--- config.mk ---
export PLATFORM = sky130hd
export DESIGN_NAME = muldiv_seq_ctrl
export DESIGN_NICKNAME = d
export VERILOG_FILES = /design/src/rtl/rv_pkg.sv /design/src/rtl/md_lat_counter.sv /design/src/rtl/muldiv_seq_ctrl.sv
export SDC_FILE = /design/constraint.sdc
export NUM_CORES = 1
export LEC_CHECK = 0
export ABC_AREA = 1
export BUFFER_PORTS_ARGS = -buffer_cell sky130_fd_sc_hd__buf_2
export CORE_UTILIZATION = 35
export DETAILED_ROUTE_END_ITERATION = 10
export GPL_ROUTABILITY_DRIVEN = 0
export SYNTH_ARGS = -nofsm -noshare
export SYNTH_HDL_FRONTEND = slang
export SYNTH_SLANG_ARGS = --single-unit
--- constraint.sdc ---
create_clock -name clk -period 3.75 [get_ports clk]
set_input_delay 0.1875 -clock clk [delete_from_list [all_inputs] [get_ports clk]]
set_output_delay 0.1875 -clock clk [all_outputs]
set_load 0.02 [all_outputs]
--- src/rtl/rv_pkg.sv ---
// Shared RV32M definitions: funct3 encodings, sequencer state encoding and
// the per-op latency lookup used by the multiply/divide sequencer.
package rv_pkg;

  localparam logic [2:0] F3_MUL    = 3'b000;
  localparam logic [2:0] F3_MULH   = 3'b001;
  localparam logic [2:0] F3_MULHSU = 3'b010;
  localparam logic [2:0] F3_MULHU  = 3'b011;
  localparam logic [2:0] F3_DIV    = 3'b100;
  localparam logic [2:0] F3_DIVU   = 3'b101;
  localparam logic [2:0] F3_REM    = 3'b110;
  localparam logic [2:0] F3_REMU   = 3'b111;

  localparam int DIV_CLASS_BIT = 2;

  typedef enum logic [1:0] {
    IDLE = 2'd0,
    BUSY = 2'd1,
    DONE = 2'd2
  } mdState_t;

  // Iteration count for an M-extension op; anything outside the multiply group is a divide/remainder.
  function automatic int mdLatency(input logic [2:0] funct3, input int mulCycles, input int divCycles);
    int lat;
    case (funct3)
      F3_MUL, F3_MULH, F3_MULHSU, F3_MULHU: lat = mulCycles;
      default:                              lat = divCycles;
    endcase
    return lat;
  endfunction

endpackage

--- src/rtl/md_lat_counter.sv ---
// Down-counter that times the iterative unit: loads L-1, counts down to zero
// and flags zero so the sequencer knows the final iteration is underway.
module md_lat_counter #(
  parameter int CNT_W = 6
) (
  input  logic             clk,
  input  logic             rst,
  input  logic             clear,
  input  logic             load,
  input  logic [CNT_W-1:0] loadValue,
  input  logic             dec,
  output logic             zero
);

  logic [CNT_W-1:0] cnt;

  // Clear (kill) wins over a new load; decrement saturates at zero.
  always_ff @(posedge clk or posedge rst) begin
    if (rst) begin
      cnt <= '0;
    end else if (clear) begin
      cnt <= '0;
    end else if (load) begin
      cnt <= loadValue;
    end else if (dec && (cnt != '0)) begin
      cnt <= cnt - 1'b1;
    end
  end

  assign zero = (cnt == '0);

endmodule

--- src/rtl/muldiv_seq_ctrl.sv ---
// Sequencer for the iterative RV32M unit in EX: holds the instruction in EX
// for the unit's latency and drives start/done/abort plus pipeline stalls.
module muldiv_seq_ctrl
  import rv_pkg::*;
#(
  parameter int MUL_CYCLES = 4,
  parameter int DIV_CYCLES = 32,
  parameter int CNT_W      = 6
) (
  input  logic       clk,
  input  logic       rst,
  input  logic       mdvalidE,
  input  logic [2:0] funct3E,
  input  logic       divzeroE,
  input  logic       killE,
  input  logic       stall_ext,
  output logic       md_start,
  output logic       md_done,
  output logic       md_abort,
  output logic       md_busy,
  output logic       stallF,
  output logic       stallD,
  output logic       stallE,
  output logic       flushM
);

  mdState_t         state;
  mdState_t         stateNext;
  logic             isDiv;
  logic             divByZero;
  logic             startReq;
  logic             stallAll;
  logic             cntLoad;
  logic             cntDec;
  logic             cntClear;
  logic             cntZero;
  logic [CNT_W-1:0] cntLoadValue;

  assign isDiv        = funct3E[DIV_CLASS_BIT];
  assign divByZero    = isDiv && divzeroE;
  assign startReq     = (state == IDLE) && mdvalidE && !killE;
  assign cntLoadValue = CNT_W'(mdLatency(funct3E, MUL_CYCLES, DIV_CYCLES) - 1);

  // Divide-by-zero has an architecturally fixed result, so the counter is never loaded for it.
  assign cntLoad  = startReq && !divByZero;
  assign cntDec   = (state == BUSY) && !killE;
  assign cntClear = killE;

  md_lat_counter #(
    .CNT_W(CNT_W)
  ) uLatCounter (
    .clk      (clk),
    .rst      (rst),
    .clear    (cntClear),
    .load     (cntLoad),
    .loadValue(cntLoadValue),
    .dec      (cntDec),
    .zero     (cntZero)
  );

  always_ff @(posedge clk or posedge rst) begin
    if (rst) begin
      state <= IDLE;
    end else begin
      state <= stateNext;
    end
  end

  // A kill from trap/redirect always returns the sequencer to IDLE, whatever it was doing.
  always_comb begin
    stateNext = state;
    unique case (state)
      IDLE: begin
        if (startReq) begin
          stateNext = divByZero ? DONE : BUSY;
        end
      end
      BUSY: begin
        if (cntZero) begin
          stateNext = DONE;
        end
      end
      DONE: begin
        if (!stall_ext) begin
          stateNext = IDLE;
        end
      end
      default: stateNext = IDLE;
    endcase
    if (killE) begin
      stateNext = IDLE;
    end
  end

  // Outputs are forced low during reset since IDLE decode alone would still react to mdvalidE.
  always_comb begin
    md_start = 1'b0;
    md_done  = 1'b0;
    md_abort = 1'b0;
    md_busy  = 1'b0;
    stallAll = 1'b0;
    if (!rst) begin
      md_busy  = (state != IDLE);
      md_abort = killE && (state != IDLE);
      unique case (state)
        IDLE: begin
          md_start = startReq;
          stallAll = startReq;
        end
        BUSY:    stallAll = !killE;
        DONE:    md_done  = !killE;
        default: stallAll = 1'b0;
      endcase
    end
  end

  assign stallF = stallAll;
  assign stallD = stallAll;
  assign stallE = stallAll;
  assign flushM = stallAll;

endmodule

## Word-level counts from Yosys, hierarchy flattened

Cells that the tools add are included.

| word-level totals | value |
|---|---|
| bits in registers | 8 |
| input bits | 9 |
| output and inout bits | 8 |

| cells by class | value |
|---|---|
| add/sub/neg operators | 2 |
| equality and inequality tests | 8 |
| muxes and demuxes | 18 |
| reduce and logical (&&, ||, !) cells | 17 |

Operators with widths:

| cell | number |
|---|---|
| 6-bit two-way mux | 4 |
| 2-bit two-way mux | 5 |
| 3-bit inequality test (second input constant) | 3 |
| 1-bit logical AND | 7 |
| 1-bit two-way mux | 7 |
| 3-bit by 2-bit equality test with 1-bit output (second input constant) | 2 |
| 6-bit zero test | 1 |
| 2-bit case mux with 3 select lines | 1 |
| 6-bit nonzero test | 1 |
| 6-bit by 1-bit subtractor with 6-bit output (second input constant) | 1 |
| 6-bit by 2-bit subtractor with 6-bit output (second input constant) | 1 |
| 4-bit OR reduction | 1 |
| 3-bit by 1-bit equality test with 1-bit output (second input constant) | 1 |
| 3-bit zero test | 1 |
| 3-bit AND reduction | 1 |
| 3-bit nonzero test | 1 |
| 2-bit by 1-bit equality test with 1-bit output (second input constant) | 1 |
| 2-bit equality test (second input constant) | 1 |
| 1-bit zero test | 2 |
| 2-bit zero test | 1 |
| 1-bit case mux with 2 select lines | 1 |
| 2-bit nonzero test | 1 |

## Logic depth before layout (Yosys ltp)

| depth | value |
|---|---|
| word-level depth | 6 |
| depth in mapped cells | 8 |

## Cells and area by module

From an unflattened synthesis, not the netlist that was laid out.

| second synthesis, totals | value |
|---|---|
| cells, all modules | 104 |
| area total of the unflattened synthesis | 698.2 um^2 |

Modules (own cells, without submodules):

| module | times used | cells each | area each (um^2) | seq. area each (um^2) |
|---|---|---|---|---|
| md_lat_counter | 1 | 67 | 476.7 | 150.1 |
| muldiv_seq_ctrl | 1 | 37 | 221.5 | 50.0 |

## Worst setup path after synthesis

No wires, ideal clock.

| path | value |
|---|---|
| kind | flip-flop to output port |
| from | register state[1] |
| to | output stallD |
| arrival | 1.267 ns |
| data required time | 3.562 ns |
| setup slack | 2.295 ns |
| cell stages (with the launch flop) | 5 |
| path buffers | 1 |
| cells stage by stage | dfrtp_1 > nor2_1 > o21ai_0 > nor2_1 > buf_4 |

| between the ends | value |
|---|---|
| longest elaborated chain between the ends | 5 |
| elaborated cells on any way between the ends | 6 |

Ends and longest elaborated chain:

| element | RTL line | source |
|---|---|---|
| start, declared | muldiv_seq_ctrl.sv:27 | `mdState_t state;` |
| start signal, assigned | muldiv_seq_ctrl.sv:65 | `state <= stateNext;` |
| 2-bit zero test | muldiv_seq_ctrl.sv:41, muldiv_seq_ctrl.sv:105 |  |
| 1-bit logical AND (2 in series) | muldiv_seq_ctrl.sv:41 | `assign startReq = (state == IDLE) && mdvalidE && !killE;` |
| 1-bit case mux with 2 select lines (*) | muldiv_seq_ctrl.sv:105 | `unique case (state)` |
| 1-bit two-way mux (*) | muldiv_seq_ctrl.sv:102 | `if (!rst) begin` |
| end, declared | muldiv_seq_ctrl.sv:22 | `output logic stallD,` |

Every way passes the cells marked *; elsewhere a longest branch is shown, timed or not.

## Worst setup path after layout

| path | value |
|---|---|
| from | register state[1] |
| to | output stallE |

| between the ends | value |
|---|---|
| longest elaborated chain between the ends | 5 |
| elaborated cells on any way between the ends | 6 |

Ends and longest elaborated chain:

| element | RTL line | source |
|---|---|---|
| 2-bit zero test | muldiv_seq_ctrl.sv:41, muldiv_seq_ctrl.sv:105 |  |
| 1-bit logical AND (2 in series) | muldiv_seq_ctrl.sv:41 |  |
| 1-bit case mux with 2 select lines (*) | muldiv_seq_ctrl.sv:105 |  |
| 1-bit two-way mux (*) | muldiv_seq_ctrl.sv:102 |  |
| end, declared | muldiv_seq_ctrl.sv:23 | `output logic stallE,` |

Marks and branches as above.

==> Implementation_results.wiki <==
{| class="wikitable"
! Metric !! Value
|-
| Status || finished with violations
|-
| Violations in the final reports || design-rule violations
|-
| Clock transition at the registers of the reported paths || 0.05 ns
|-
| Worst path buffer plus inverter count || 1
|-
| Count of nets left with antenna violations after detail routing || 0
|-
| Critical path class || register to output port
|-
| Largest clock skew in the final design || 0.0131 ns
|-
| Portion of the clock cycle consumed by the worst path in the final layout || 40.8%
|-
| Initial standard-cell utilization of the core || 39.3%
|-
| Die extent in x || 44.1 microns
|-
| Sum of overflow across all layers after global routing || 0
|-
| Total power of the final layout || 355 uW
|-
| Post-route standard cell area excluding fillers || 719 sq um
|-
| Element type at the critical path end || output port
|-
| DR iter-0 viols || 18
|-
| WL per Instance || 11.6 microns
|-
| Number of antenna violations at the first check in global routing || 0
|-
| Number of sinks driven by the clock tree || 8
|-
| Post-Place Setup Slack || 2.36 ns
|-
| Worst-path maximum fanout || 4
|-
| Commonest non-fill, non-tap cell in the layout || sky130_fd_sc_hd__nand2_1
|-
| Total CTS buffers || 3
|-
| Proportion of layout cells with a drive suffix above 1 || 26.0%
|-
| Detailed-routing iteration count for the pre-antenna-repair pass || 7
|-
| Power Density || 494 mW/mm^2
|-
| Port buffer count || 14
|-
| Setup slack, reg-to-reg || 2.36 ns
|-
| Count of different cell masters after synthesis || 22
|-
| Sum of negative setup slack || 0 ns
|-
| Data required time at the worst endpoint || 3.56 ns
|-
| Setup repair after global routing missed its margin || no
|-
| Maximum number of pins on one net before global-route repair || 11
|-
| Final worst path period need || 1.53 ns
|-
| Per-cell via count in the routed design || 4.97
|-
| First-pass GRT wire length || 2.17 mm
|-
| Via count of the routed design || 576
|-
| IR Drop Worst-Case VDD || 0.000227 V
|-
| Total core area || 0.00158 sq mm
|-
| # setup viols final || 0
|-
| Floorplan row count || 14
|-
| Post-Syn Area || 619 sq um
|-
| Worst Setup Start Kind || register
|-
| Cell seen most often among critical-path stages || sky130_fd_sc_hd__nor2_1
|-
| Skew-Pair Late Insertion Delay || 0.26 ns
|-
| DR DRC count || 3
|-
| Worst EP arrival || 1.34 ns
|-
| Top library cells by usage in the layout, fill and taps aside || sky130_fd_sc_hd__nand2_1 (19), sky130_fd_sc_hd__nand3_1 (17), sky130_fd_sc_hd__buf_2 (14)
|-
| Die height || 44.1 microns
|-
| Flip-flop and latch count after synthesis || 8
|-
| Syn Inst Count || 85
|-
| Class of the tightest hold or removal check || input pin to register
|-
| Post-Syn Area per Cell || 7.29 sq um
|-
| Worst-case clock buffer depth || 2
|-
| Max-slew headroom at the worst pin || 76.3%
|-
| Dpl cell area || 687 sq um
|-
| Final routed wirelength across all metal layers || 1.35 mm
|-
| Max H-tree Level || 1
|-
| Slowest cell on the critical path || sky130_fd_sc_hd__dfrtp_1
|-
| Final Max Slew Viols || 0
|-
| Stage delay of the slowest cell on the critical path || 0.45 ns
|-
| Synth warnings || 0
|-
| Number of max-cap violations || 0
|-
| Via count of the first global-routing pass || 523
|-
| TritonCTS clock tree || built
|-
| HPWL Detailed || 1.00 mm
|-
| Kind of cell adding the most delay to the critical path || flip-flops
|-
| Count of inserted antenna diode cells || 0
|-
| Transition time at the pin with the least slew margin || 0.355 ns
|-
| CTS root buf || sky130_fd_sc_hd__clkbuf_4
|-
| Overall track demand over capacity in global routing || 15.2%
|-
| Number of I/O pins || 17
|-
| Syn nets || 96
|-
| Number of resized instances in the post-cts repair step || 0
|-
| Area growth, synth to finish || 16.2%
|-
| Sequence of cells on the critical path || nor2_1, o21ai_0, nor2_1, buf_2
|-
| Static leakage power || 0.000395 uW
|-
| DIE AREA || 0.00194 sq mm
|-
| Crit path setup slack, layout || 2.22 ns
|-
| Maximum clock rate || 654 MHz
|-
| Seq/Total Area, Yosys || 32.3%
|-
| Final Hold Violating Endpoints || 0
|-
| Net count of the finished layout || 113
|}
==> worst reg2reg max path, cell delays in order (launching register included) <==
cell and delay (ns):
sky130_fd_sc_hd__dfrtp_1 0.41, sky130_fd_sc_hd__inv_1 0.14, sky130_fd_sc_hd__ha_1 0.17, sky130_fd_sc_hd__nand3_1 0.14
sky130_fd_sc_hd__nand2_4 0.16, sky130_fd_sc_hd__nand3_2 0.12, sky130_fd_sc_hd__nand3_1 0.09, sky130_fd_sc_hd__nand2_1 0.06
==> Yosys cell counts, drive strengths merged <==
cell type	count	area (sq um)
a21oi	2	10.0
a31oi	1	12.5
buf	3	22.5
dfrtp	8	200
ha	2	25.0
inv	8	30.0
nand2	20	82.6
nand3	18	95.1
nand4	2	27.5
nor2	15	66.3
nor3	2	21.3
o21ai	1	5.00
o22ai	1	6.26
or2	1	6.26
xnor2	1	8.76
==> cells by family after synthesis <==
group,count (synthesis),share of synthesized area [%]
adders and majority gates,2,4.04
DFF,8,32.3
buffers and inverters,11,8.48
and+or+nand+nor,58,48.3
AOI/OAI and AO/OA,5,5.45
xor gates and xnor gates,1,1.41
==> power breakdown <==
group	total (uW)	switching, uW	internal [uW]
sequential	128	23.7	105
combinational	160	99.9	60.3
clock	66.7	30.0	36.7
total	355	154	202
==> state kept, by name, summed over array words and instances (netlist names) <==
name             cells
uLatCounter.cnt      6
state                2
==> final cells by class <==
cell class / count / area (sq um)
fill: 163 / 857
multi-input combinational: 66 / 367
sequential: 8 / 200
timing repair buffer: 15 / 80.1
inverter: 8 / 30.0
clock buffer: 3 / 22.5
tap: 16 / 20.0
==> what timing repair did <==
item / 4_1_cts / 5_1_grt
hold endpoints to repair: 8 / 0
setup buffers: 0 / 0
hold buffers: 1 / 0
==> stage by stage <==
step	hold WS (ns)	utilization, %	cells
finish	0.209	45.6	116
global route	0.222	45.6	116
CTS	0.210	45.6	116
detailed placement	0.206	43.6	112
global placement	0.208	43.6	112
floorplan	0.00316	-	85
==> metal layers <==
| metal | track usage, % | routed length (microns) | vias up |
|---|---|---|---|
| met1 | 22.1 | 690 | 248 |
| met5 | 0 | 0 | - |
| met4 | 7.27 | 8 | 0 |
| met3 | 1.22 | 63 | 2 |
| li1 | - | - | 312 |
| met2 | 22.9 | 585 | 14 |
==> path summary, 6_finish.rpt <==
path	start	to	cells past startpoint
worst max-delay path	state[1]	stallE	4
worst min-delay path	stall_ext	state[1]	3
worst max register to register	uLatCounter.cnt[0]	uLatCounter.cnt[2]	7
worst min register to register	uLatCounter.cnt[1]	uLatCounter.cnt[1]	2
max in group asynchronous	rst	state[1]	3
min in group asynchronous	rst	uLatCounter.cnt[4]	3
(Power assumes the default switching activity.)
